### config.mk
export PLATFORM = sky130hd
export DESIGN_NAME = seq_pattern_tx
export DESIGN_NICKNAME = d
export VERILOG_FILES = /design/src/rtl/seq_pattern_tx.sv
export SDC_FILE = /design/constraint.sdc
export NUM_CORES = 1
export LEC_CHECK = 0
export CORE_MARGIN = 2
export CORE_UTILIZATION = 60
export CTS_CLUSTER_SIZE = 25
export DETAILED_ROUTE_END_ITERATION = 6
export DONT_BUFFER_PORTS = 1
export GPL_TIMING_DRIVEN = 0
export PLACE_DENSITY_LB_ADDON = 0.3
export SETUP_SLACK_MARGIN = 0.4
export SLEW_MARGIN = 20
export SYNTH_ARGS = -nofsm -noshare
export SYNTH_HDL_FRONTEND = slang
export SYNTH_SLANG_ARGS = --single-unit
### constraint.sdc
create_clock -name clk -period 2.2 [get_ports clk]
set_clock_uncertainty 0.1 [all_clocks]
set_input_delay 0.44 -clock clk [delete_from_list [all_inputs] [get_ports clk]]
set_output_delay 0.44 -clock clk [all_outputs]
set_load 0.1 [all_outputs]
### src/rtl/seq_pattern_tx.sv
// seq_pattern_tx: serial pattern transmitter.
// A parallel pattern word is latched on start and shifted out MSB-first,
// one bit per clock. The pattern is repeated rep_in+1 times, and gap_in idle
// bits are inserted between copies. A single-cycle done pulse follows the
// last bit of each burst. All outputs come directly from flops.
// Optional feature: define SEQ_TX_PARITY_EN to append one even-parity bit
// (the XOR of the pattern) after every copy.
module seq_pattern_tx #(
    parameter int   WIDTH    = 4,
    parameter int   CNT_W    = 4,
    parameter int   GAP_W    = 4,
    parameter logic IDLE_BIT = 1'b0
) (
    input  logic             clk,
    input  logic             reset,
    input  logic             start,
    input  logic [WIDTH-1:0] pat_in,
    input  logic [CNT_W-1:0] rep_in,
    input  logic [GAP_W-1:0] gap_in,
    output logic             ready,
    output logic             busy,
    output logic             outbit,
    output logic             out_valid,
    output logic             done
);

    localparam int BIT_W = (WIDTH > 1) ? $clog2(WIDTH) : 1;
    localparam logic [BIT_W-1:0] MSB_IDX = BIT_W'(WIDTH - 1);

    typedef enum logic [1:0] {
        IDLE   = 2'd0,
        SHIFT  = 2'd1,
`ifdef SEQ_TX_PARITY_EN
        PARITY = 2'd3,
`endif
        GAP    = 2'd2
    } state_t;

    state_t             state_q, state_d;
    logic [WIDTH-1:0]   pat_q, pat_d;
    logic [CNT_W-1:0]   rep_cnt_q, rep_cnt_d;
    logic [GAP_W-1:0]   gap_len_q, gap_len_d;
    logic [GAP_W-1:0]   gap_cnt_q, gap_cnt_d;
    logic [BIT_W-1:0]   bit_cnt_q, bit_cnt_d;
    logic               outbit_q, outbit_d;
    logic               out_valid_q, out_valid_d;
    logic               busy_q, busy_d;
    logic               done_q, done_d;
    logic               copy_end;
    logic               next_copy;

    // Next-state and next-output logic; copy_end and next_copy share the
    // end-of-copy and copy-restart decisions between the states that need them.
    always_comb begin
        state_d     = state_q;
        pat_d       = pat_q;
        rep_cnt_d   = rep_cnt_q;
        gap_len_d   = gap_len_q;
        gap_cnt_d   = gap_cnt_q;
        bit_cnt_d   = bit_cnt_q;
        outbit_d    = outbit_q;
        out_valid_d = out_valid_q;
        busy_d      = busy_q;
        done_d      = 1'b0;
        copy_end    = 1'b0;
        next_copy   = 1'b0;

        case (state_q)
            IDLE: begin
                outbit_d    = IDLE_BIT;
                out_valid_d = 1'b0;
                busy_d      = 1'b0;
                if (start) begin
                    pat_d       = pat_in;
                    rep_cnt_d   = rep_in;
                    gap_len_d   = gap_in;
                    gap_cnt_d   = '0;
                    bit_cnt_d   = MSB_IDX;
                    outbit_d    = pat_in[WIDTH-1];
                    out_valid_d = 1'b1;
                    busy_d      = 1'b1;
                    state_d     = SHIFT;
                end
            end

            SHIFT: begin
                if (bit_cnt_q != '0) begin
                    bit_cnt_d = bit_cnt_q - 1'b1;
                    outbit_d  = pat_q[bit_cnt_q - 1'b1];
                end else begin
`ifdef SEQ_TX_PARITY_EN
                    state_d     = PARITY;
                    outbit_d    = ^pat_q;
                    out_valid_d = 1'b1;
`else
                    copy_end = 1'b1;
`endif
                end
            end

`ifdef SEQ_TX_PARITY_EN
            PARITY: begin
                copy_end = 1'b1;
            end
`endif

            GAP: begin
                if (gap_cnt_q == '0) begin
                    next_copy = 1'b1;
                end else begin
                    gap_cnt_d = gap_cnt_q - 1'b1;
                end
            end

            default: begin
                state_d     = IDLE;
                outbit_d    = IDLE_BIT;
                out_valid_d = 1'b0;
                busy_d      = 1'b0;
            end
        endcase

        if (copy_end) begin
            if (rep_cnt_q != '0) begin
                rep_cnt_d = rep_cnt_q - 1'b1;
                if (gap_len_q != '0) begin
                    state_d     = GAP;
                    gap_cnt_d   = gap_len_q - 1'b1;
                    outbit_d    = IDLE_BIT;
                    out_valid_d = 1'b0;
                end else begin
                    next_copy = 1'b1;
                end
            end else begin
                state_d     = IDLE;
                outbit_d    = IDLE_BIT;
                out_valid_d = 1'b0;
                busy_d      = 1'b0;
                done_d      = 1'b1;
            end
        end

        if (next_copy) begin
            state_d     = SHIFT;
            bit_cnt_d   = MSB_IDX;
            outbit_d    = pat_q[WIDTH-1];
            out_valid_d = 1'b1;
        end
    end

    // State, counters, shadow registers and outputs; reset forces idle values at once.
    always_ff @(posedge clk or posedge reset) begin
        if (reset) begin
            state_q     <= IDLE;
            pat_q       <= '0;
            rep_cnt_q   <= '0;
            gap_len_q   <= '0;
            gap_cnt_q   <= '0;
            bit_cnt_q   <= '0;
            outbit_q    <= IDLE_BIT;
            out_valid_q <= 1'b0;
            busy_q      <= 1'b0;
            done_q      <= 1'b0;
        end else begin
            state_q     <= state_d;
            pat_q       <= pat_d;
            rep_cnt_q   <= rep_cnt_d;
            gap_len_q   <= gap_len_d;
            gap_cnt_q   <= gap_cnt_d;
            bit_cnt_q   <= bit_cnt_d;
            outbit_q    <= outbit_d;
            out_valid_q <= out_valid_d;
            busy_q      <= busy_d;
            done_q      <= done_d;
        end
    end

    assign ready     = ~busy_q;
    assign busy      = busy_q;
    assign outbit    = outbit_q;
    assign out_valid = out_valid_q;
    assign done      = done_q;

endmodule

=== Yosys cells after proc, flatten, opt, wreduce, memory -nomap -nowiden ===
Cells that the tools add are included.

* Bits in registers: 24
* Input bits: 15
* Output and inout port bits: 5
* Logic and storage cells: 76

* Add/subtract/negate cells: 4
* Order comparisons: 1
* Equal/unequal tests: 4
* Multiplexer cells: 47
* Bitwise logic cells: 1
* Reduce and logical (&&, ||, !) cells: 9

{| class="wikitable"
|+ Operator list
! operator !! count
|-
| two-way mux 4 bit || 9
|-
| two-way mux 1 bit || 23
|-
| two-way mux 2 bit || 8
|-
| subtractor 4 x 1 -> 4 bit, second input constant || 3
|-
| case mux 2 bit (2 select lines) || 2
|-
| case mux 4 bit (2 select lines) || 1
|-
| nonzero test 4 bit || 2
|-
| != test 3 bit, second input constant || 2
|-
| zero test 4 bit || 1
|-
| case mux 1 bit (2 select lines) || 2
|-
| < comparator 2 x 3 -> 1 bit, second input constant || 1
|-
| case mux 1 bit (3 select lines) || 1
|-
| AND reduction 3 bit || 1
|-
| nonzero test 3 bit || 1
|-
| binary-select mux 1 bit (select 2 bit) || 1
|-
| == test 2 x 1 -> 1 bit, second input constant || 1
|-
| == test 2 bit, second input constant || 1
|-
| zero test 2 bit || 1
|-
| AND reduction 2 bit || 1
|-
| nonzero test 2 bit || 1
|-
| OR reduction 2 bit || 1
|-
| subtractor 2 x 1 -> 2 bit, second input constant || 1
|-
| inverter 1 bit || 1
|}

=== Depth between registers and ports, before layout ===
Gate-level depths: netlist of run 1.

* Depth after elaboration: 9
* Depth in mapped cells: 7
* Gate-level depth less buffers: 6

=== Least setup slack after synthesis of run 1 ===
Ideal clock, no wire load.

* Path kind: flip-flop to output port
* Start: register busy_q (netlist: busy)
* End: output port ready
* Arrival time: 1.582 ns
* Data required time: 1.660 ns
* Path slack: 0.078 ns
* Cell stages (with the launch flop): 2
* Path buffers: 0
* Path through: dfrtp_1 inv_1

* Word-level cells in the longest chain between the ends: 1

{| class="wikitable"
|+ Ends and longest elaborated chain
! element !! RTL line !! source
|-
| from (decl) || 47 || <nowiki>logic busy_q, busy_d;</nowiki>
|-
| from (signal assigned) || 173 || <nowiki>busy_q <= busy_d;</nowiki>
|-
| inverter 1 bit || 178 || <nowiki>assign ready = ~busy_q;</nowiki>
|-
| to (decl) || 20 || <nowiki>output logic ready,</nowiki>
|}

No other way between the ends.

=== Worst setup path after layout of run 1 ===
Same ends and word-level chain as after synthesis.

==> impl_metrics.csv, run 1 <==
group,metric,value,unit
run_status,status,"completed",
synth,synth_cells,158,
cts,clkSinkCount,24,
synth,async_reset_ff_share,100,%
setup_path,required,1.66,ns
cts,postCtsHoldBufs,0,
finish,finalInstanceArea,1780,um^2
floorplanning,rows,17,
setup_path,critPathLaunchType,"flip-flop",
placed_design,place_hpwl,2240,um
grt,antenna_found_initial,0,
synth,ys_seq_area_share,41.2,%
power,power.density,388,nW/um^2
setup_path,slowest_stage,"dfrtp_4",
power,p_leak,0.000816,uW
cts,clk_path_buf_depth,2,
detailed_routing,met1_length,1450,um
detailed_routing,drc,0,
grt,grt_pass1_vias,1141,
detailed_routing,wl_met2,1920,um
detailed_routing,ant_nets,0,
setup_path,r2r_end,"rep_cnt_q[1]$_DFF_PP0_",
timing,achievable-frequency,493,MHz
power,ir_drop,430,uV
synth,synth_edf_count,0,
synth,ys_ff_latch,24,
timing,post-route-period-util,92.3,%
setup_path,crit_family,"flip-flops",
cts,cts_root_buf,"clkbuf_4",
placed_design,place.gp.congestion,0.829,
cts,htree_levels,1,
setup_path,reg2reg_depth,7,
setup_path,cp_data_arrival_time,1.49,ns
detailed_routing,first_pass_iters,4,
floorplanning,boundaryPins,20,
grt,grt_use_total,25.5,%
floorplanning,die_w,53.3,um
cts,clk_pin_slew,0.13,ns
detailed_routing,top_layer_used,"met4",
cts,cts_tree,"yes",
timing,maxSlewHeadroom,39.1,%
setup_path,worstSetupEndpointType,"output port",
floorplanning,initial_core_util,64.7,%
placed_design,io_buffer_count,0,
detailed_routing,wirelength,3510,um
grt,grt_pass1_wl,5180,um
setup_path,path_buf_inv,1,
synth,ys_warn_count,0,
synth,yosysTopAreaCell,"dfrtp_1",
synth,syn_nets,181,
detailed_routing,wl_met3,118,um
detailed_routing,viasPerCell,6.07,
finish,n_antenna_cell,0,
timing,finalCriticalPeriod,2.03,ns
setup_path,cpPeakStageDelay,0.66,ns
finish,fin_cells,206,
cts,worstSkewPairLatency,0.32,ns
floorplanning,die_h,53.3,um
grt,overflow,0,
setup_path,worst-path-max-fanout,3,
setup_path,r2r_slack,0.41,ns
timing,finalSetupTns,0,ns
finish,synthToLayoutAreaGrowth,22.0,%
setup_path,crit_type,"reg -> out",
min_path,hold_class,"in -> async",
finish,fin_nets,202,
placed_design,place_area,1500,um^2
timing,rsz0062_at_grt,"true",
setup_path,rr_startpoint,"rep_cnt_q[1]$_DFF_PP0_",
timing,fin_ws,0.170,ns
detailed_routing,wl_per_cell,17.0,um
floorplanning,dieArea,2840,um^2
synth,ys.flop_type,"dfrtp_1",
timing,setup-violations-final,0,
detailed_routing,via_count,1250,
synth,avgSynthCellArea,9.23,um^2
timing,tightestPinTransition,0.912,ns
synth,synth_top_cell_area_share,41.2,%
power,total_power,691,uW
placed_design,placed_cells,186,
floorplanning,coreArea,2250,um^2
grt,grt_max_degree,25,
setup_path,crit_chain,"clkinvlp_4",
synth,ys_types,45,
timing,slew_viol_final,0,
placed_design,dpl_worst_slack,0.357,ns
synth,synth_area_leaders,"dfrtp_1, ha_1, nand2_1",
detailed_routing,drt_iter0_drc,32,
job,maxCapViolations,0,
finish,drive_gt1_share,32.0,%
synth,synth_area,1460,um^2
timing,finalHoldViolCount,0,
cts,numCtsBuffers,3,
[synth_stat cells, types with 3 or more instances]
library cell	instances
a21oi_1	8
dfrtp_1	24
ha_1	8
inv_1	17
mux2i_1	5
nand2_1	24
nand3_1	6
nor2_1	5
nor3_1	6
o21ai_0	11
o22ai_1	3
[per-stage QoR]
step | util, % | hold WS [ns]
final | 79.0 | 0.0863
after global routing | 79.0 | 0.115
after CTS | 70.0 | 0.109
after detailed placement | 66.6 | 0.382
after global placement | 66.6 | 0.362
after floorplan | - | 0.345
[how the worst max path moves through the flow]
stage,start,end,cells after the start
2_1_floorplan,busy$_DFF_PP0_,ready,1
3_3_place_gp,rep_cnt_q[0]$_DFF_PP0_,gap_cnt_q[2]$_DFF_PP0_,6
3_5_place_dp,state_q[0]$_DFF_PP0_,outbit$_DFF_PP0_,6
5_1_grt,busy$_DFF_PP0_,ready,1
6_report,busy$_DFF_PP0_,ready,1
4_1_cts,busy$_DFF_PP0_,ready,1
[placed cells by master (no fill, tap or decap), drive strengths merged, types with 3 or more instances in the layout]
master,synthesis,layout
o22ai,3,3
nand2,25,25
nor3,7,7
a221oi,3,3
a21oi,9,9
nor2,6,6
dfrtp,24,24
nand3,6,6
inv,17,16
o21ai,12,12
clkbuf,1,6
mux2i,5,5
buf,3,18
ha,8,8
[cells by family (layout without fill, tap and decap cells)]
logic type,Yosys count,in the layout,share of synthesized area [%]
adder cells (fa/ha/maj),8,8,6.86
AO/OA/AOI/OAI,38,38,17.7
XOR/XNOR,1,1,0.600
flip-flops,24,24,41.2
AND/OR/NAND/NOR,59,59,22.9
buffers and inverters,21,41,5.83
multiplexers,7,7,4.97
[cell type report]
type,instances,area [um^2]
Timing Repair Buffer,16,124
Clock buffer,4,36.3
Fill cell,152,474
Buffer,4,28.8
Sequential cell,24,609
Tap cell,28,35.0
Inverter,17,67.6
Multi-Input combinational cell,113,880
[registers in the layout, indices dropped and copies added (netlist names)]
name,flops
gap_cnt_q,4
gap_len_q,4
pat_q,4
rep_cnt_q,4
bit_cnt_q,2
state_q,2
busy,1
done,1
out_valid,1
outbit,1
[where the power goes]
group	total [uW]	switching, uW	internal (uW)
Sequential	441	0	441
Combinational	11.2	9.23	1.94
Clock	239	138	101
Total	691	147	544
[repair_timing]
action                                  CTS  global route
buffers inserted                          5            11
pin swaps                                 1             6
resized for setup                         3            28
endpoints found under the setup margin   10            23
[layer usage]
layer / track usage (%) / vias to the layer above
li1: - / 598
met1: 31.8 / 612
met2: 45.1 / 36
met3: 3.95 / 4
met4: 6.84 / 0
met5: 0 / -
(Power assumes the default switching activity.)
==> run 2: changes to the inputs <==
Settings changed: PLACE_DENSITY set to 0.81, PLACE_DENSITY_LB_ADDON 0.3 to not set.
==> run 2 against run 1 <==
Against the previous run: maximum frequency shrank 0.84%; die area is the same; critical path type unchanged; clock power grew 3%; global-route usage grew 0.51 points; critical endpoint unchanged; setup slack lost 0.017 ns; count of clock-buffer cells in the layout is the same.
==> impl_metrics.csv, run 2 (synthesis results as in run 1) <==
group,metric,value,unit
power,ir_drop,487,uV
cts,cts_tree,"yes",
cts,clk_path_buf_depth,2,
setup_path,slowest_stage,"dfrtp_4",
timing,tightestPinTransition,0.919,ns
floorplanning,die_h,53.3,um
detailed_routing,first_pass_iters,6,
power,p_leak,0.000793,uW
timing,achievable-frequency,489,MHz
timing,setup-violations-final,0,
detailed_routing,wl_per_cell,17.7,um
grt,grt_use_total,26.0,%
timing,finalHoldViolCount,0,
floorplanning,boundaryPins,20,
min_path,hold_class,"in -> async",
finish,synthToLayoutAreaGrowth,18.7,%
timing,slew_viol_final,0,
setup_path,worstSetupEndpointType,"output port",
detailed_routing,ant_nets,0,
power,total_power,699,uW
detailed_routing,viasPerCell,6.30,
floorplanning,die_w,53.3,um
cts,numCtsBuffers,3,
detailed_routing,via_count,1267,
setup_path,cpPeakStageDelay,0.66,ns
setup_path,critPathLaunchType,"flip-flop",
timing,post-route-period-util,93.0,%
grt,grt_pass1_wl,5200,um
placed_design,io_buffer_count,0,
placed_design,place.gp.congestion,0.831,
power,power.density,403,nW/um^2
timing,finalCriticalPeriod,2.05,ns
finish,final_common_cell,"nand2_1",
grt,antenna_found_initial,0,
grt,overflow,0,
cts,cts_root_buf,"clkbuf_4",
cts,worstSkewPairLatency,0.34,ns
cts,htree_levels,1,
finish,n_antenna_cell,0,
detailed_routing,drt_iter0_drc,16,
setup_path,crit_family,"flip-flops",
job,maxCapViolations,0,
setup_path,crit_chain,"clkinvlp_4",
floorplanning,dieArea,2840,um^2
cts,postCtsHoldBufs,0,
detailed_routing,wirelength,3550,um
detailed_routing,drc,0,
setup_path,required,1.66,ns
timing,maxSlewHeadroom,38.6,%
grt,grt_pass1_vias,1183,
setup_path,cp_data_arrival_time,1.51,ns
finish,drive_gt1_share,28.9,%
floorplanning,initial_core_util,64.7,%
setup_path,crit_type,"reg -> out",
setup_path,path_buf_inv,1,
finish,fin_nets,197,
setup_path,worst-path-max-fanout,3,
run_status,status,"completed",
timing,finalSetupTns,0,ns
placed_design,place_hpwl,2220,um
finish,layout_common_cells,"nand2_1, dfrtp_1, inv_1",
floorplanning,coreArea,2250,um^2
cts,clk_pin_slew,0.14,ns
grt,grt_max_degree,25,
timing,rsz0062_at_grt,"true",
floorplanning,rows,17,
cts,clkSinkCount,24,
## run 2: layout make-up
| cell class | count | area, um^2 |
|---|---|---|
| buffer | 4 | 30.0 |
| tap | 28 | 35.0 |
| fill | 163 | 523 |
| sequential | 24 | 609 |
| timing repair buffer | 11 | 95.1 |
| inverter | 17 | 67.6 |
| clock buffer | 4 | 36.3 |
| multi-input combinational | 113 | 858 |
## run 2: power by group
group	total, uW	switching, uW	internal, uW
logic	11.2	9.21	1.94
registers	441	0	441
clock network	246	145	102
## run 2: metrics by stage
stage | hold WS, ns | std cells | util, % | instance area [um^2] | setup WS (ns)
final | 0.0726 | 201 | 76.8 | 1730 | 0.153
after global routing | 0.0971 | 201 | 76.8 | 1730 | 0.118
after CTS | 0.0997 | 193 | 70.4 | 1590 | 0.158
after detailed placement | 0.364 | 186 | 66.6 | 1500 | 0.286
after global placement | 0.360 | 186 | 66.6 | 1500 | 0.403
after floorplan | 0.345 | 158 | - | 1470 | 0.544
## run 2: final timing paths
kind / startpoint / slack (ns) / depth (start not counted) / to
max: busy$_DFF_PP0_ / 0.15 / 1 / ready
min: reset / 0.07 / 1 / rep_cnt_q[0]$_DFF_PP0_
max reg2reg: rep_cnt_q[0]$_DFF_PP0_ / 0.40 / 7 / gap_cnt_q[2]$_DFF_PP0_
max in group asynchronous: reset / 1.26 / 1 / busy$_DFF_PP0_
min in group clk: pat_in[0] / 0.10 / 2 / pat_q[0]$_DFFE_PP0N_
min reg2reg: pat_q[0]$_DFFE_PP0N_ / 0.41 / 2 / pat_q[0]$_DFFE_PP0N_
## run 2: repair_timing
item,CTS,global route
resized for setup,6,23
setup endpoints to repair,10,10
pin swaps,0,5
setup buffers,3,8
## run 2: metal layers
metal / vias up / wire length, um / global-route usage (%) / part of all wire (%)
met4: 0 / 80 / 11.5 / 2.3
met2: 42 / 1870 / 45.3 / 53
met5: - / 0 / 0 / 0
met1: 625 / 1440 / 31.5 / 41
met3: 7 / 159 / 3.39 / 4.5
li1: 593 / - / - / -
==> run 3: changes to the inputs <==
Settings changed: CORE_MARGIN 2 to not set, SETUP_SLACK_MARGIN 0.4 to 0.05.
==> run 3 against run 2 <==
Against the previous run: design area down 12%; highest routed layer unchanged; via count down 8.1%; first-iteration DRC count rose to 2.7 times the previous value; power down 7.1%; largest cell class unchanged.
==> impl_metrics.csv, run 3 (synthesis results as in run 1) <==
group,metric,value,unit
timing,fin_ws,0.171,ns
finish,nFillCells,174,
grt,grt_pass1_wl,5140,um
floorplanning,rows,17,
timing,finalSetupTns,0,ns
grt,grt_max_degree,25,
run_status,status,"completed",
cts,postCtsHoldBufs,0,
floorplanning,initial_core_util,64.7,%
finish,layout_common_cells,"nand2_1, dfrtp_1, inv_1",
timing,slew_viol_final,0,
finish,fin_nets,186,
floorplanning,die_w,51.3,um
floorplanning,dieArea,2630,um^2
finish,final_common_cell,"nand2_1",
detailed_routing,viasPerCell,6.16,
detailed_routing,wirelength,2990,um
cts,htree_levels,1,
detailed_routing,via_count,1165,
detailed_routing,ant_nets,0,
finish,n_antenna_cell,0,
grt,antenna_found_initial,0,
timing,finalHoldViolCount,0,
setup_path,slowest_stage,"dfrtp_4",
timing,setup-violations-final,0,
timing,achievable-frequency,493,MHz
grt,grt_pass1_vias,1185,
detailed_routing,first_pass_iters,4,
power,swShare,21.9,%
power,ir_drop,366,uV
cts,cts_root_buf,"clkbuf_4",
placed_design,dpl_worst_slack,0.0475,ns
power,switchingPower,142,uW
finish,drive_gt1_share,13.7,%
min_path,hold_class,"in -> async",
timing,finalCriticalPeriod,2.03,ns
setup_path,critPathLaunchType,"flip-flop",
floorplanning,die_h,51.3,um
cts,numCtsBuffers,3,
detailed_routing,drc,0,
placed_design,place.gp.congestion,0.807,
setup_path,crit_chain,"clkinvlp_4",
timing,maxSlewHeadroom,37.9,%
setup_path,path_buf_inv,1,
floorplanning,coreArea,2250,um^2
cts,clk_path_buf_depth,2,
placed_design,io_buffer_count,0,
setup_path,required,1.66,ns
power,seq_power_share,67.9,%
finish,synthToLayoutAreaGrowth,4.46,%
setup_path,crit_type,"reg -> out",
timing,post-route-period-util,92.2,%
grt,grt_use_total,27.0,%
power,power.density,426,nW/um^2
timing,rsz0062_at_grt,"false",
job,maxCapViolations,0,
power,power_frac_clock,30.4,%
cts,cts_tree,"yes",
cts,clk_pin_slew,0.13,ns
grt,overflow,0,
setup_path,worstSetupEndpointType,"output port",
placed_design,place_hpwl,2230,um
setup_path,worst-path-max-fanout,3,
setup_path,cp_data_arrival_time,1.49,ns
setup_path,crit_family,"flip-flops",
cts,worstSkewPairLatency,0.32,ns
power,p_leak,0.000735,uW
setup_path,cpPeakStageDelay,0.65,ns
power,combPwrFrac,1.7,%
cts,clkSinkCount,24,
power,power.internal,507,uW
floorplanning,boundaryPins,20,
detailed_routing,drt_iter0_drc,43,
power,total_power,649,uW
detailed_routing,wl_per_cell,15.8,um
timing,tightestPinTransition,0.931,ns
-- run 3: per-layer routing --
layer / track usage [%] / wire (um)
met3: 6.25 / 183
met4: 13.1 / 23
met1: 33.5 / 1300
met2: 44.3 / 1490
met5: 0 / 0
-- run 3: worst paths after layout --
path                            slack (ns)  depth (start not counted)                        to                    from
worst min-delay path                  0.08                          1    rep_cnt_q[1]$_DFF_PP0_                   reset
worst max-delay path                  0.17                          1                     ready          busy$_DFF_PP0_
max in group asynchronous             1.27                          1            busy$_DFF_PP0_                   reset
worst max register to register        0.32                          6    gap_cnt_q[2]$_DFF_PP0_  rep_cnt_q[0]$_DFF_PP0_
min in group clk                      0.11                          2  gap_len_q[3]$_DFFE_PP0N_               gap_in[3]
worst min register to register        0.41                          2      pat_q[2]$_DFFE_PP0N_    pat_q[2]$_DFFE_PP0N_
-- run 3: area by class of cell --
type | instances | area [um^2] | share of cell area (%)
Tap cell | 28 | 35.0 | 2.30
Inverter | 17 | 67.6 | 4.43
Clock buffer | 3 | 22.5 | 1.48
Sequential cell | 24 | 604 | 39.7
Buffer | 4 | 21.3 | 1.40
Multi-Input combinational cell | 113 | 773 | 50.7
-- run 3: power by group through the flow --
stage               clock network, uW  registers (uW)  logic, uW
global route                      212             441       12.9
floorplan                           0             449       8.72
detailed placement                  0             449       11.3
global placement                    0             449       10.9
CTS                               199             441       11.3
finish                            197             441       10.7
-- run 3: through the flow --
stage / util (%) / cells / cell area [um^2] / hold slack, ns
3_5_place_dp: 66.3 / 186 / 1490 / 0.380
4_1_cts: 67.6 / 189 / 1520 / 0.106
5_1_grt: 67.6 / 189 / 1520 / 0.105
6_report: 67.6 / 189 / 1520 / 0.0755
2_1_floorplan: - / 158 / 1460 / 0.345
3_3_place_gp: 66.3 / 186 / 1490 / 0.362
-- run 3: timing repair --
item	4_1_cts	5_1_grt
setup buffers	0	0
gates resized for setup	3	0
setup endpoints to repair	1	0
endpoints found under the hold margin	0	0
